--- src/rtl/serial_mac_tag.sv ---
// serial_mac_tag: bit-serial tag generator for the ECC/MAC datapath.
// Computes a W-bit tag Y from operand X and key word R in one pass of W/B
// cycles. The pass carries a running prefix XOR of X&R from group to group.
// A valid/ready input accepts one job at a time. The tag is held until a
// valid/ready output handshake takes it.
// Optional feature macro: SERIAL_MAC_TAG_PARITY_EN adds port tag_par (= ^y).
`timescale 1ns/1ps

module serial_mac_tag #(
  parameter int W = 32,
  parameter int B = 1
) (
  input  logic         clk,
  input  logic         reset,
  input  logic         in_valid,
  output logic         in_ready,
  input  logic [W-1:0] x,
  input  logic [W-1:0] r,
  output logic         busy,
  output logic         out_valid,
  input  logic         out_ready,
`ifdef SERIAL_MAC_TAG_PARITY_EN
  output logic         tag_par,
`endif
  output logic [W-1:0] y
);

  // idx must reach W itself, so it is one bit wider than a bit index.
  localparam int IW = $clog2(W + 1);
  localparam int BW = (W > 1) ? $clog2(W) : 1;

  typedef enum logic [1:0] {
    ST_IDLE = 2'd0,
    ST_RUN  = 2'd1,
    ST_DONE = 2'd2
  } state_t;

  state_t        state_q, state_d;
  logic [W-1:0]  x_q, x_d;
  logic [W-1:0]  r_q, r_d;
  logic [W-1:0]  y_q, y_d;
  logic [IW-1:0] idx_q, idx_d;
  logic          p_q, p_d;
  logic          in_ready_q, in_ready_d;
  logic          busy_q, busy_d;
  logic          out_valid_q, out_valid_d;
`ifdef SERIAL_MAC_TAG_PARITY_EN
  logic          tag_par_q, tag_par_d;
`endif

  // Per-bit terms of the tag formula, precomputed from the latched operands.
  // The neighbour products are shifted so that bit 0 sees zero and never
  // needs a bit -1. xr_s has bit 0 masked because the prefix starts at j=1.
  logic [W-1:0]  xx_s;
  logic [W-1:0]  rr_s;
  logic [W-1:0]  xr_s;
  logic          c0_s;
  logic          p_acc_s;
  logic [BW-1:0] bidx_s;

  assign xx_s = x_q & {x_q[W-2:0], 1'b0};
  assign rr_s = r_q & {r_q[W-2:0], 1'b0};
  assign xr_s = {x_q[W-1:1] & r_q[W-1:1], 1'b0};
  assign c0_s = x_q[0] & r_q[0];

  // Next-state logic: job accept, one B-bit tag group per RUN cycle, and the
  // output handshake.
  always_comb begin
    state_d     = state_q;
    x_d         = x_q;
    r_d         = r_q;
    y_d         = y_q;
    idx_d       = idx_q;
    p_d         = p_q;
    in_ready_d  = in_ready_q;
    busy_d      = busy_q;
    out_valid_d = out_valid_q;
    p_acc_s     = p_q;
    bidx_s      = {BW{1'b0}};
    case (state_q)
      ST_IDLE: begin
        if (in_valid && in_ready_q) begin
          x_d        = x;
          r_d        = r;
          y_d        = {W{1'b0}};
          idx_d      = {IW{1'b0}};
          p_d        = 1'b0;
          state_d    = ST_RUN;
          in_ready_d = 1'b0;
          busy_d     = 1'b1;
        end else begin
          state_d = ST_IDLE;
        end
      end
      ST_RUN: begin
        // Bits ascend within the group. The prefix XOR picks up bit i only
        // after bit i has been computed.
        for (int k = 0; k < B; k++) begin
          bidx_s      = idx_q[BW-1:0] + BW'(k);
          y_d[bidx_s] = c0_s ^ xx_s[bidx_s] ^ rr_s[bidx_s] ^ p_acc_s;
          p_acc_s     = p_acc_s ^ xr_s[bidx_s];
        end
        p_d   = p_acc_s;
        idx_d = idx_q + IW'(B);
        if (idx_d == IW'(W)) begin
          state_d     = ST_DONE;
          busy_d      = 1'b0;
          out_valid_d = 1'b1;
        end else begin
          state_d = ST_RUN;
        end
      end
      ST_DONE: begin
        if (out_ready) begin
          state_d     = ST_IDLE;
          out_valid_d = 1'b0;
          in_ready_d  = 1'b1;
        end else begin
          state_d = ST_DONE;
        end
      end
      default: begin
        state_d     = ST_IDLE;
        y_d         = {W{1'b0}};
        idx_d       = {IW{1'b0}};
        p_d         = 1'b0;
        in_ready_d  = 1'b1;
        busy_d      = 1'b0;
        out_valid_d = 1'b0;
      end
    endcase
  end

`ifdef SERIAL_MAC_TAG_PARITY_EN
  // Parity follows every y write, so it is already valid when DONE is entered.
  always_comb begin
    tag_par_d = ^y_d;
  end
`endif

  // State and output registers; synchronous reset aborts any job in flight.
  always_ff @(posedge clk) begin
    if (reset) begin
      state_q     <= ST_IDLE;
      x_q         <= {W{1'b0}};
      r_q         <= {W{1'b0}};
      y_q         <= {W{1'b0}};
      idx_q       <= {IW{1'b0}};
      p_q         <= 1'b0;
      in_ready_q  <= 1'b1;
      busy_q      <= 1'b0;
      out_valid_q <= 1'b0;
`ifdef SERIAL_MAC_TAG_PARITY_EN
      tag_par_q   <= 1'b0;
`endif
    end else begin
      state_q     <= state_d;
      x_q         <= x_d;
      r_q         <= r_d;
      y_q         <= y_d;
      idx_q       <= idx_d;
      p_q         <= p_d;
      in_ready_q  <= in_ready_d;
      busy_q      <= busy_d;
      out_valid_q <= out_valid_d;
`ifdef SERIAL_MAC_TAG_PARITY_EN
      tag_par_q   <= tag_par_d;
`endif
    end
  end

  assign in_ready  = in_ready_q;
  assign busy      = busy_q;
  assign out_valid = out_valid_q;
  assign y         = y_q;
`ifdef SERIAL_MAC_TAG_PARITY_EN
  assign tag_par   = tag_par_q;
`endif

endmodule

--- config.mk ---
export PLATFORM = sky130hd
export DESIGN_NAME = serial_mac_tag
export DESIGN_NICKNAME = d
export VERILOG_FILES = /design/src/rtl/serial_mac_tag.sv
export SDC_FILE = /design/constraint.sdc
export NUM_CORES = 1
export LEC_CHECK = 0
export ABC_AREA = 1
export CAP_MARGIN = 25
export CORE_MARGIN = 2
export CORE_UTILIZATION = 48
export DETAILED_ROUTE_END_ITERATION = 10
export MAX_ROUTING_LAYER = met4
export PLACE_DENSITY = 0.74
export SYNTH_ARGS = -nofsm -noshare
export SYNTH_HDL_FRONTEND = slang
export SYNTH_SLANG_ARGS = --single-unit
--- constraint.sdc ---
create_clock -name clk -period 3.64 [get_ports clk]
set_input_delay 0.364 -clock clk [delete_from_list [all_inputs] [get_ports clk]]
set_output_delay 0.364 -clock clk [all_outputs]
set_load 0.05 [all_outputs]
==> results of run 1 <==
routing by layer:
metal / vias up / global-route usage (%)
met5: - / -
li1: 2956 / -
met4: 0 / 7.00
met2: 165 / 37.6
met3: 20 / 3.66
met1: 2559 / 34.8
Yosys cell counts, types with 3 or more instances:
cell type                  instances
sky130_fd_sc_hd__nor2_2            3
sky130_fd_sc_hd__a31oi_1           6
sky130_fd_sc_hd__a21oi_1          78
sky130_fd_sc_hd__nand2_1         256
sky130_fd_sc_hd__buf_6             4
sky130_fd_sc_hd__nand4_1          10
sky130_fd_sc_hd__inv_1            55
sky130_fd_sc_hd__nor2_1          103
sky130_fd_sc_hd__o211ai_1          7
sky130_fd_sc_hd__nand3b_1          4
sky130_fd_sc_hd__buf_2            12
sky130_fd_sc_hd__dfxtp_1         108
sky130_fd_sc_hd__nand3_1          51
sky130_fd_sc_hd__nor3_1           12
sky130_fd_sc_hd__xor2_1            3
sky130_fd_sc_hd__inv_2             5
sky130_fd_sc_hd__ha_1              4
sky130_fd_sc_hd__o21ai_0          99
sky130_fd_sc_hd__clkbuf_1         33
final cells by class:
class / count / area [sq um]
clock buffer: 14 / 254
timing repair buffer: 112 / 1110
clock inverter: 2 / 10.0
tap: 143 / 179
multi-input combinational: 643 / 2880
sequential: 108 / 2160
inverter: 62 / 233
fill: 1159 / 4490
power by group through the flow:
stage	sequential (uW)	clock, uW	combinational, uW
finish	1430	907	842
global route	1450	961	964
CTS	1430	910	838
detailed placement	1450	0	833
global placement	1450	0	826
floorplan	1440	0	597
cell families after synthesis:
group           share of synthesized area (%)
compound gates                           18.0
xor+xnor                                0.476
fa+ha+maj                               0.907
buf+inv                                  8.80
flops                                    39.2
simple gates                             32.6
through the flow:
stage | worst slack, ns | area, sq um
3_3_place_gp | 1.15 | 6560
5_1_grt | 0.634 | 6830
6_report | 1.01 | 6830
4_1_cts | 1.02 | 6830
3_5_place_dp | 1.06 | 6560
2_1_floorplan | 1.69 | 5520
cells in the final DEF (no fill, tap or decap), types with 9 or more instances in the layout:
| cell | instances |
|---|---|
| sky130_fd_sc_hd__nand2_1 | 255 |
| sky130_fd_sc_hd__buf_4 | 9 |
| sky130_fd_sc_hd__clkdlybuf4s50_1 | 102 |
| sky130_fd_sc_hd__dfxtp_1 | 108 |
| sky130_fd_sc_hd__nor2_1 | 102 |
| sky130_fd_sc_hd__a21oi_1 | 78 |
| sky130_fd_sc_hd__o21ai_0 | 98 |
| sky130_fd_sc_hd__inv_1 | 55 |
| sky130_fd_sc_hd__nor3_1 | 12 |
| sky130_fd_sc_hd__clkbuf_16 | 9 |
| sky130_fd_sc_hd__nand4_1 | 10 |
| sky130_fd_sc_hd__nand3_1 | 51 |
flip-flops by register name, summed over array words and instances, names as in the netlist:
name       count
x_q           32
out_valid      1
idx_q          6
busy           1
in_ready       1
state_q        2
p_q            1
y             32
r_q           32
worst max-delay path, delay by kind of cell (launching register included):
family          cells  cell delay (ns)
buf+inv             1             0.42
simple gates       11             1.39
compound gates      1             0.15
flops               1             0.58
how the worst min path moves through the flow:
stage,to,cells past startpoint
after floorplan,r_q[15]$_SDFFE_PP0P_,2
after global placement,y[28]$_SDFFE_PP0P_,2
after detailed placement,y[0]$_SDFFE_PP0P_,2
after CTS,y[0]$_SDFFE_PP0P_,2
after global routing,y[0]$_SDFFE_PP0P_,2
final,y[4]$_SDFFE_PP0P_,2
==> impl_summary.txt, run 1 <==
----------------------------------------------------
[Run status]
  Run status ... complete, no violations

[Drt]
  Met2 wire length ... 6440 microns
  Total routed wire length on the met1 layer ... 7070 microns
  Detail Route Antenna Nets ... 0
  Post-detailed-route DRC marker count ... 0
  Final routed wirelength across all metal layers ... 14500 microns
  Total number of vias ... 5700
  1st-iter DRT viols ... 454
  Via density ... 5.26
  Top sig layer ... met4
  Post-DR wirelength/cell ... 13.4 microns
  Length of routed met3 wiring ... 793 microns
  First-pass DRT Iterations ... 7

[STA]
  Count of pins over their slew limit ... 0
  Maximum clock rate ... 380 MHz
  Setup TNS after final layout ... 0 ns
  Fin crit share ... 72.3%
  Period minus WS final ... 2.63 ns
  Transition at the pin with the smallest max-transition slack ... 0.791 ns
  Setup Skew ... 0.00499 ns
  Setup violations, final ... 0
  RSZ-0062 raised after global routing ... no
  Number of hold violations in the final report ... 0
  Worst slew slack as a fraction of its limit ... 47.2%
  Hold_ws ... 0.462 ns

[Pwr]
  Total chip power ... 3180 uW
  Max rail drop VDD ... 0.000242 V
  Clock share of power ... 28.5%
  Internal cell power ... 2100 uW
  Net Sw Frac ... 34.1%
  Sw Pwr ... 1080 uW
  Static Leakage ... 0.00261 uW
  Portion of total power attributed to sequential cells ... 45.0%
  Pwr dens ... 466 mW/mm^2
  Gate power share ... 26.5%

[Setup path]
  Critical path class ... flop to flop
  End of the worst register-to-register path ... y[11]$_SDFFE_PP0P_
  Worst setup path endpoint ... y[11]$_SDFFE_PP0P_
  CP max FO ... 35
  Worst R2R Start ... idx_q[0]$_SDFFE_PP0P_
  Required time reported for the critical path endpoint ... 3.92 ns
  Cell Chain, Critical Path ... buf_4 -> nand2_1 -> nand2_1 -> nand2_1 -> nand3_1 -> nand2_1 -> nor2_1 -> nand3_1 -> nand2_1 -> nand3_1 -> nand2_2 -> nand2_1 -> a21oi_1
  Slowest stage cell on the critical path ... sky130_fd_sc_hd__dfxtp_1
  Most used cell, CP ... sky130_fd_sc_hd__nand2_1
  Worst setup path start ... idx_q[0]$_SDFFE_PP0P_
  Number of cells traversed by the worst register-to-register path ... 13
  FF-to-FF setup slack ... 1.01 ns
  Critical Path End Type ... flop
  Kind of start point of the critical path ... flop
  Slowest stage delay, CP ... 0.58 ns
  CP arrival ... 2.91 ns

[Synth]
  Number of synthesized register bits ... 108
  Post-synth design cell area ... 0.00552 sq mm
  Top cell type by total area after synthesis ... sky130_fd_sc_hd__dfxtp_1
  Post-synth EDFFs ... 0
  Mean area per synthesized cell ... 6.37 sq um
  Number of warnings printed during yosys synthesis ... 0
  FFs w/ async S/R, synth ... 0%
  Count of distinct cell types in the synthesized netlist ... 28
  Leading post-synthesis cells by cell area ... sky130_fd_sc_hd__dfxtp_1 (39%), sky130_fd_sc_hd__nand2_1 (17%), sky130_fd_sc_hd__o21ai_0 (9.0%), sky130_fd_sc_hd__a21oi_1 (7.1%), sky130_fd_sc_hd__nor2_1 (7.0%)
  Share of the yosys chip area belonging to registers ... 39.2%
  Ys flop type ... sky130_fd_sc_hd__dfxtp_1
  Net Count, Synth ... 938
  Number of instances in the synthesized netlist ... 866
  Post-synth top area share ... 39.2%

[Finish]
  Final antenna diode count ... 0
  Layout Cells excl Fill ... 1084
  Nets ... 1008
  Area growth, synth to finish ... 23.7%
  Util after Layout ... 60.3%
  Share of cells above drive strength 1 ... 3.72%

[Clock tree]
  Count of clock tree sinks ... 108
  Clock-pin slew on the worst setup and hold paths ... 0.07 ns
  CTS resizes ... 0
  Htree depth ... 3
  Buffer count from post-CTS setup fixing ... 0
  Hold-fix buffer count after cts ... 0
  CTS Root Buffer Type ... sky130_fd_sc_hd__clkbuf_16
  Inserted Clock Buffers ... 9
  CTS tree ... built
  Later-pin clock latency in the skew report ... 0.35 ns
  Max Root-Sink Buffers ... 2

[Global route]
  Number of global-route vias before repair ... 5160
  GR Overflow Total ... 0
  Wire length of the first global-routing pass ... 25000 microns
  Antenna violations before repair ... 0
  GRT Resource Usage Total ... 24.9%
  Pin count of the biggest net entering global routing ... 49

[Placed design]
  Final weighted congestion in routability-driven placement ... 0.860
  Port buffer count ... 102
  DP HPWL ... 10000 microns
  Placed Instances ... 1068

[Floorplanning]
  Die outline area ... 0.0124 sq mm
  Num ports ... 103
  Vert. Die Dim ... 111 microns
  Effective utilization at floorplan ... 48.8%
  Floorplan Core Area ... 0.0113 sq mm
  Row count ... 39
  Die X ... 111 microns

[Flow run]
  Max-cap viol count ... 0

[Min path]
  Hold wc startpoint ... y[4]$_SDFFE_PP0P_
  Path class of the lowest-slack min-delay path ... flop to flop

----------------------------------------------------
No activity file was read; power rests on OpenSTA's default activity.
==> run 2: changes to the inputs <==
- PLACE_DENSITY: 0.74 -> 0.77
- clock period: 3.64 -> 2.2 ns (I/O delays scaled with it)
==> impl_summary.txt, run 2 (same netlist as run 1, synthesis figures left out) <==
----------------------------------------------------
[Setup path]
  FF-to-FF setup slack ... 0.22 ns
  CP max FO ... 32
  Slowest stage delay, CP ... 0.34 ns
  Kind of start point of the critical path ... flop
  Number of cells traversed by the worst register-to-register path ... 15
  Slowest stage cell on the critical path ... sky130_fd_sc_hd__dfxtp_1
  Critical path class ... flop to flop
  Worst setup path endpoint ... y[21]$_SDFFE_PP0P_
  End of the worst register-to-register path ... y[21]$_SDFFE_PP0P_
  Cell Chain, Critical Path ... inv_2 -> buf_12 -> nand2_1 -> nand2_1 -> nand2_1 -> nand3_1 -> nand2_1 -> nor2_1 -> nand4_1 -> nand2_1 -> nand2_1 -> nand2_2 -> buf_12 -> nand2_1 -> a21oi_1
  Most used cell, CP ... sky130_fd_sc_hd__nand2_1
  Required time reported for the critical path endpoint ... 2.48 ns
  Critical Path End Type ... flop
  Worst R2R Start ... idx_q[0]$_SDFFE_PP0P_
  Worst setup path start ... idx_q[0]$_SDFFE_PP0P_
  CP arrival ... 2.26 ns

[Pwr]
  Max rail drop VDD ... 0.000460 V
  Sw Pwr ... 1800 uW
  Portion of total power attributed to sequential cells ... 43.8%
  Clock share of power ... 29.2%
  Pwr dens ... 768 mW/mm^2
  Net Sw Frac ... 33.4%
  Static Leakage ... 0.00270 uW
  Gate power share ... 27.0%
  Internal cell power ... 3570 uW

[Clock tree]
  Inserted Clock Buffers ... 9
  Htree depth ... 3
  Buffer count from post-CTS setup fixing ... 0
  CTS resizes ... 0
  Count of clock tree sinks ... 108
  Clock-pin slew on the worst setup and hold paths ... 0.07 ns
  Max Root-Sink Buffers ... 2
  CTS Root Buffer Type ... sky130_fd_sc_hd__clkbuf_16
  Later-pin clock latency in the skew report ... 0.35 ns
  Hold-fix buffer count after cts ... 0
  CTS tree ... built

[STA]
  Worst slew slack as a fraction of its limit ... 58.3%
  Maximum clock rate ... 506 MHz
  Count of pins over their slew limit ... 0
  Setup violations, final ... 0
  RSZ-0062 raised after global routing ... yes
  Hold_ws ... 0.466 ns
  Fin crit share ... 89.8%
  Setup Skew ... 0.0116 ns
  Transition at the pin with the smallest max-transition slack ... 0.625 ns
  Period minus WS final ... 1.98 ns
  Number of hold violations in the final report ... 0

[Floorplanning]
  Die X ... 111 microns
  Num ports ... 103
  Effective utilization at floorplan ... 48.8%
  Row count ... 39
  Die outline area ... 0.0124 sq mm
  Floorplan Core Area ... 0.0113 sq mm
  Vert. Die Dim ... 111 microns

[Placed design]
  Final weighted congestion in routability-driven placement ... 0.883
  DP HPWL ... 10000 microns
  Placed Instances ... 1081
  Port buffer count ... 102

[Min path]
  Path class of the lowest-slack min-delay path ... flop to flop

[Finish]
  Share of cells above drive strength 1 ... 5.35%
  Area growth, synth to finish ... 26.6%
  Fill cell total of the finished layout ... 1088
  Top library cells by usage in the layout, fill and taps aside ... sky130_fd_sc_hd__nand2_1 (255), sky130_fd_sc_hd__dfxtp_1 (107), sky130_fd_sc_hd__nor2_1 (102), sky130_fd_sc_hd__clkdlybuf4s50_1 (102), sky130_fd_sc_hd__o21ai_0 (98)
  Most frequent standard cell in the layout excluding fill and tap cells ... sky130_fd_sc_hd__nand2_1
  Nets ... 1021
  Final antenna diode count ... 0
  Layout Cells excl Fill ... 1097

[Drt]
  Top sig layer ... met4
  Total routed wire length on the met1 layer ... 7030 microns
  First-pass DRT Iterations ... 7
  1st-iter DRT viols ... 394
  Length of routed met3 wiring ... 811 microns
  Post-DR wirelength/cell ... 13.2 microns
  Total number of vias ... 5667
  Met2 wire length ... 6460 microns
  Via density ... 5.17
  Final routed wirelength across all metal layers ... 14500 microns
  Post-detailed-route DRC marker count ... 0
  Detail Route Antenna Nets ... 0

[Run status]
  Run status ... complete, no violations

[Global route]
  Number of global-route vias before repair ... 5190
  Antenna violations before repair ... 0
  Wire length of the first global-routing pass ... 24700 microns
  GRT Resource Usage Total ... 24.6%
  Pin count of the biggest net entering global routing ... 96
  GR Overflow Total ... 0

[Flow run]
  Max-cap viol count ... 0

----------------------------------------------------
[run 2: changes by cell type in the layout (fill, tap and decap cells not counted), sizes merged]
cell	delta
buf	+13
clkbuf	+1
clkinv	-1
[run 2: power groups by stage]
stage                     clock, uW  sequential [uW]  combinational, uW
after floorplan                   0             2390                987
after global placement            0             2390               1420
after detailed placement          0             2390               1440
after CTS                      1580             2350               1450
after global routing           1670             2380               1650
final                          1570             2350               1450
[run 2: layout make-up]
type	instances	area, sq um	area share [%]
multi-input combinational	643	2880	41.3
clock inverter	1	5.00	0.0716
inverter	62	233	3.33
timing repair buffer	125	1250	17.8
tap	143	179	2.56
sequential	108	2160	31.0
clock buffer	15	278	3.97
[run 2: how the worst min path moves through the flow]
stage,depth (start not counted),endpoint,from
2_1_floorplan,2,r_q[0]$_SDFFE_PP0P_,r[0]
5_1_grt,2,r_q[27]$_SDFFE_PP0P_,r_q[27]$_SDFFE_PP0P_
3_3_place_gp,2,y[29]$_SDFFE_PP0P_,y[29]$_SDFFE_PP0P_
3_5_place_dp,2,y[22]$_SDFFE_PP0P_,y[22]$_SDFFE_PP0P_
4_1_cts,2,y[22]$_SDFFE_PP0P_,y[22]$_SDFFE_PP0P_
6_report,2,y[25]$_SDFFE_PP0P_,y[25]$_SDFFE_PP0P_
[run 2: worst max-delay path, delay by kind of cell (launching register included)]
family | cells | cell delay [ns]
and+or+nand+nor | 11 | 0.89
AOI/OAI and AO/OA | 1 | 0.13
buffers and inverters | 3 | 0.54
DFF | 1 | 0.34
[run 2: metal layers]
layer	vias up	GRT usage (%)
li1	2974	-
met1	2519	34.2
met2	163	37.5
met3	11	3.77
met4	0	6.67
met5	-	-
[run 2: through the flow]
step / worst slack (ns) / power [uW] / TNS, ns / area (sq um) / util (%)
3_5_place_dp: 0.0621 / 3830 / 0 / 6700 / 59.2
6_report: 0.224 / 5370 / 0 / 6990 / 61.7
3_3_place_gp: 0.0960 / 3800 / 0 / 6700 / 59.2
4_1_cts: 0.0368 / 5380 / 0 / 6980 / 61.7
5_1_grt: -0.0240 / 5690 / -0.0240 / 6990 / 61.7
2_1_floorplan: 0.246 / 3370 / 0 / 5520 / -
==> run 3: changes to the inputs <==
- CORE_ASPECT_RATIO: unset -> 0.6
- CTS_CLUSTER_DIAMETER: unset -> 200
==> impl_summary.txt, run 3 (same netlist as run 1, synthesis figures left out) <==
----------------------------------------------------
[Clock tree]
  Clock-pin slew on the worst setup and hold paths ... 0.07 ns
  Count of clock tree sinks ... 108
  CTS Root Buffer Type ... sky130_fd_sc_hd__clkbuf_16
  Htree depth ... 3
  Max Root-Sink Buffers ... 2
  Inserted Clock Buffers ... 9
  Later-pin clock latency in the skew report ... 0.35 ns
  Hold-fix buffer count after cts ... 0
  CTS tree ... built
  Buffer count from post-CTS setup fixing ... 0

[Global route]
  GRT Resource Usage Total ... 25.4%
  Number of global-route vias before repair ... 5065
  Wire length of the first global-routing pass ... 24600 microns
  Antenna violations before repair ... 0
  GR Overflow Total ... 0
  Pin count of the biggest net entering global routing ... 73

[Drt]
  1st-iter DRT viols ... 621
  Post-DR wirelength/cell ... 13.6 microns
  Final routed wirelength across all metal layers ... 14900 microns
  Post-detailed-route DRC marker count ... 0
  Via density ... 5.27
  Total number of vias ... 5781
  First-pass DRT Iterations ... 5
  Detail Route Antenna Nets ... 0

[STA]
  RSZ-0062 raised after global routing ... no
  Number of hold violations in the final report ... 0
  Hold_ws ... 0.463 ns
  Transition at the pin with the smallest max-transition slack ... 0.629 ns
  Setup TNS after final layout ... 0 ns
  Setup violations, final ... 0
  Maximum clock rate ... 502 MHz
  Fin crit share ... 90.5%
  Setup Skew ... 0.00933 ns
  Count of pins over their slew limit ... 0
  Worst slew slack as a fraction of its limit ... 58.0%
  Period minus WS final ... 1.99 ns

[Run status]
  Run status ... complete, no violations

[Flow run]
  Max-cap viol count ... 0

[Setup path]
  FF-to-FF setup slack ... 0.21 ns
  Critical Path End Type ... flop
  CP max FO ... 32
  Required time reported for the critical path endpoint ... 2.49 ns
  CP arrival ... 2.28 ns
  Critical path class ... flop to flop
  Kind of start point of the critical path ... flop

[Min path]
  Path class of the lowest-slack min-delay path ... flop to flop

[Finish]
  Final antenna diode count ... 0
  Share of cells above drive strength 1 ... 5.67%
  Nets ... 1019
  Top library cells by usage in the layout, fill and taps aside ... sky130_fd_sc_hd__nand2_1 (255), sky130_fd_sc_hd__dfxtp_1 (106), sky130_fd_sc_hd__clkdlybuf4s50_1 (102)
  Most frequent standard cell in the layout excluding fill and tap cells ... sky130_fd_sc_hd__nand2_1
  Area growth, synth to finish ... 26.8%

[Pwr]
  Pwr dens ... 781 mW/mm^2
  Total chip power ... 5470 uW
  Max rail drop VDD ... 0.000527 V
  Static Leakage ... 0.00270 uW

[Placed design]
  Final weighted congestion in routability-driven placement ... 0.882
  Port buffer count ... 102
  DP HPWL ... 10500 microns

[Floorplanning]
  Num ports ... 103
  Die outline area ... 0.0124 sq mm
  Vert. Die Dim ... 87.1 microns
  Floorplan Core Area ... 0.0113 sq mm
  Effective utilization at floorplan ... 49.0%
  Row count ... 30
  Die X ... 142 microns

----------------------------------------------------
==> run 3: cell types whose count changed in the layout (fill, tap and decap cells not counted), sizes merged <==
cell    delta
clkinv     +3
buf        -2
bufinv     +1
clkbuf     -6
inv        +2
==> run 3: report_power, final <==
part           internal (uW)  switching [uW]  leakage [uW]
Sequential              2190             165      0.000885
Clock                    892             759      0.000150
Combinational            521             939       0.00166
==> run 3: critical path, cell delays in order (launching register included) <==
cell                      delay, ns
sky130_fd_sc_hd__dfxtp_1       0.41
sky130_fd_sc_hd__buf_6         0.25
sky130_fd_sc_hd__nand2_1       0.09
sky130_fd_sc_hd__o21ai_0       0.09
sky130_fd_sc_hd__nand3_1       0.10
sky130_fd_sc_hd__nand3_1       0.11
sky130_fd_sc_hd__nand2_1       0.06
sky130_fd_sc_hd__nor2_1        0.10
sky130_fd_sc_hd__nand3_1       0.11
sky130_fd_sc_hd__inv_1         0.08
sky130_fd_sc_hd__nand2_1       0.06
sky130_fd_sc_hd__nand2_2       0.07
sky130_fd_sc_hd__buf_12        0.18
sky130_fd_sc_hd__nand2_1       0.08
sky130_fd_sc_hd__a21oi_1       0.12
==> run 3: through the flow <==
step | instances | setup WS (ns) | utilization, % | area, sq um
2_1_floorplan | 866 | 0.246 | - | 5520
3_3_place_gp | 1080 | 0.269 | 59.4 | 6680
3_5_place_dp | 1080 | 0.243 | 59.4 | 6680
4_1_cts | 1096 | 0.201 | 62.0 | 6980
5_1_grt | 1096 | 0.00304 | 62.2 | 7000
6_report | 1096 | 0.210 | 62.2 | 7000
==> run 3: final timing paths <==
check                             start                 end  cells past startpoint
hold / removal       y[10]$_SDFFE_PP0P_  y[10]$_SDFFE_PP0P_                      2
hold reg to reg      y[10]$_SDFFE_PP0P_  y[10]$_SDFFE_PP0P_                      2
setup reg to reg  idx_q[0]$_SDFFE_PP0P_  y[31]$_SDFFE_PP0P_                     14
setup / recovery  idx_q[0]$_SDFFE_PP0P_  y[31]$_SDFFE_PP0P_                     14
==> run 3: cell type report <==
cell class | count | area [sq um]
Tap cell | 144 | 180
Inverter | 62 | 233
Timing Repair Buffer | 123 | 1240
Clock inverter | 7 | 75.1
Multi-Input combinational cell | 643 | 2890
Fill cell | 1069 | 4260
Sequential cell | 108 | 2160
Clock buffer | 9 | 225
==> run 3: metal layers <==
| layer | share of wire, % | routed length, microns | track usage (%) | vias to the layer above |
|---|---|---|---|---|
| li1 | - | - | - | 2973 |
| met2 | 40 | 5960 | 34.5 | 226 |
| met3 | 8.1 | 1210 | 5.55 | 14 |
| met4 | 0.89 | 133 | 5.67 | 0 |
| met1 | 51 | 7600 | 38.2 | 2568 |
| met5 | 0 | 0 | - | - |
==> run 3: timing repair <==
item / in CTS / in global routing
setup endpoints to repair: 0 / 32
gates resized for setup: 0 / 6
hold endpoints to repair: 0 / 0
==> RTL change, RTL diff (settings of run 2) <==
Re-encode `state_t` (3 states) as one-hot, 3 bits wide.
--- a/src/rtl/serial_mac_tag.sv
+++ b/src/rtl/serial_mac_tag.sv
@@ -29,10 +29,10 @@
   localparam int IW = $clog2(W + 1);
   localparam int BW = (W > 1) ? $clog2(W) : 1;
 
-  typedef enum logic [1:0] {
-    ST_IDLE = 2'd0,
-    ST_RUN  = 2'd1,
-    ST_DONE = 2'd2
+  typedef enum logic [2:0] {
+    ST_IDLE = 3'b001,
+    ST_RUN  = 3'b010,
+    ST_DONE = 3'b100
   } state_t;
 
   state_t        state_q, state_d;
Check against the original RTL: no difference found for any inputs over 10 cycles, from zero or initial values and one cycle with reset high; not proved beyond that.
==> RTL change against run 2 <==
Wire length fell by 0.30%. Count of clock-buffer cells in the layout decreased by 4. Final cell count is 5.1% lower. Synthesized area decreased by 3.7%. Sequential cell count grew 1. Total power decreased by 9.6%. Core utilization is 1.3 points higher. Final area fell by 2.2%. Worst setup slack worse by 0.099 ns. Critical path type unchanged. Critical endpoint is now y[29].
==> RTL change: results (changes against run 2) <==
status finished, final reports clean (unchanged); r2r endpoint y[29] (was y[21]); Filler cells 999 (was 1088); grt met3 use 0.0335 (was 0.0377); drt pass-1 iters 5 (was 7); nets 968 (was 1021); met2 GRT Util 0.419 (was 0.375); Via Count 5560 (was 5667); Detailed Route WL 14400 um (was 14500 um); Post-DP Area 0.00657 mm2 (was 0.00670 mm2); Clk pwr share 0.246 (was 0.292); DR vias/cell 5.34 (was 5.17); top post-synthesis cells by count 186 x nand2_1, 109 x dfxtp_1, 105 x nor2_1 (was 256 x nand2_1, 108 x dfxtp_1, 103 x nor2_1); DR iter-0 viols 332 (was 394); global-route wire length before repair 23900 um (was 24700 um); slowest stage delay, CP 0.41 ns (was 0.34 ns); Reg power frac 0.507 (was 0.438); skew final 0.0151 ns (was 0.0116 ns); CP arrival 2.38 ns (was 2.26 ns); M1 wire length 6350 um (was 7030 um); Worst Tran Pin Value 0.710 ns (was 0.625 ns); Peak supply drop 438 uV (was 460 uV); pin count of the biggest net entering global routing 56 (was 96); GR Util met1 0.324 (was 0.342); compound-cell area share of the yosys netlist 0.170 (was 0.180); P_int 3.18 mW (was 3.57 mW); Reg clk slew, reported paths 0.11 ns (was 0.07 ns); worst hold path type in -> reg (was reg -> reg); layout cells sized above 1 0.0888 (was 0.0535); Clk Latency, worst-skew pair 0.38 ns (was 0.35 ns); worst reg2reg setup slack 0.12 ns (was 0.22 ns); sequential fraction of the synthesis area 0.411 (was 0.392); Root Buffer clkbuf_8 (was clkbuf_16); Mapped Nets 861 (was 938); WL met2 6860 um (was 6460 um); switching pwr 1.67 mW (was 1.80 mW); Critical R2R Launch idx_q[1] (was idx_q[0])
==> RTL change: repair_timing <==
action	4_1_cts	5_1_grt
hold buffers	0	0
gates resized for setup	0	11
buffers inserted	0	1
setup endpoints to repair	0	27
==> RTL change: how the worst min path moves through the flow <==
stage | endpoint | slack (ns) | startpoint | depth (start not counted)
2_1_floorplan | idx_q[0] | 0.29 | reset | 1
3_3_place_gp | out_valid | 0.44 | out_valid | 2
3_5_place_dp | busy | 0.46 | busy | 2
4_1_cts | r_q[18] | 0.43 | r[18] | 3
5_1_grt | r_q[18] | 0.42 | r[18] | 3
6_report | r_q[21] | 0.42 | r[21] | 3
==> RTL change: layout make-up <==
class,instances,area [um2],area share
Sequential cell,109,2180,0.319
Timing Repair Buffer,134,1320,0.192
Inverter,71,269,0.0393
Clock buffer,11,151,0.0221
Tap cell,140,175,0.0256
Clock inverter,5,41.3,0.00604
Multi-Input combinational cell,571,2700,0.395
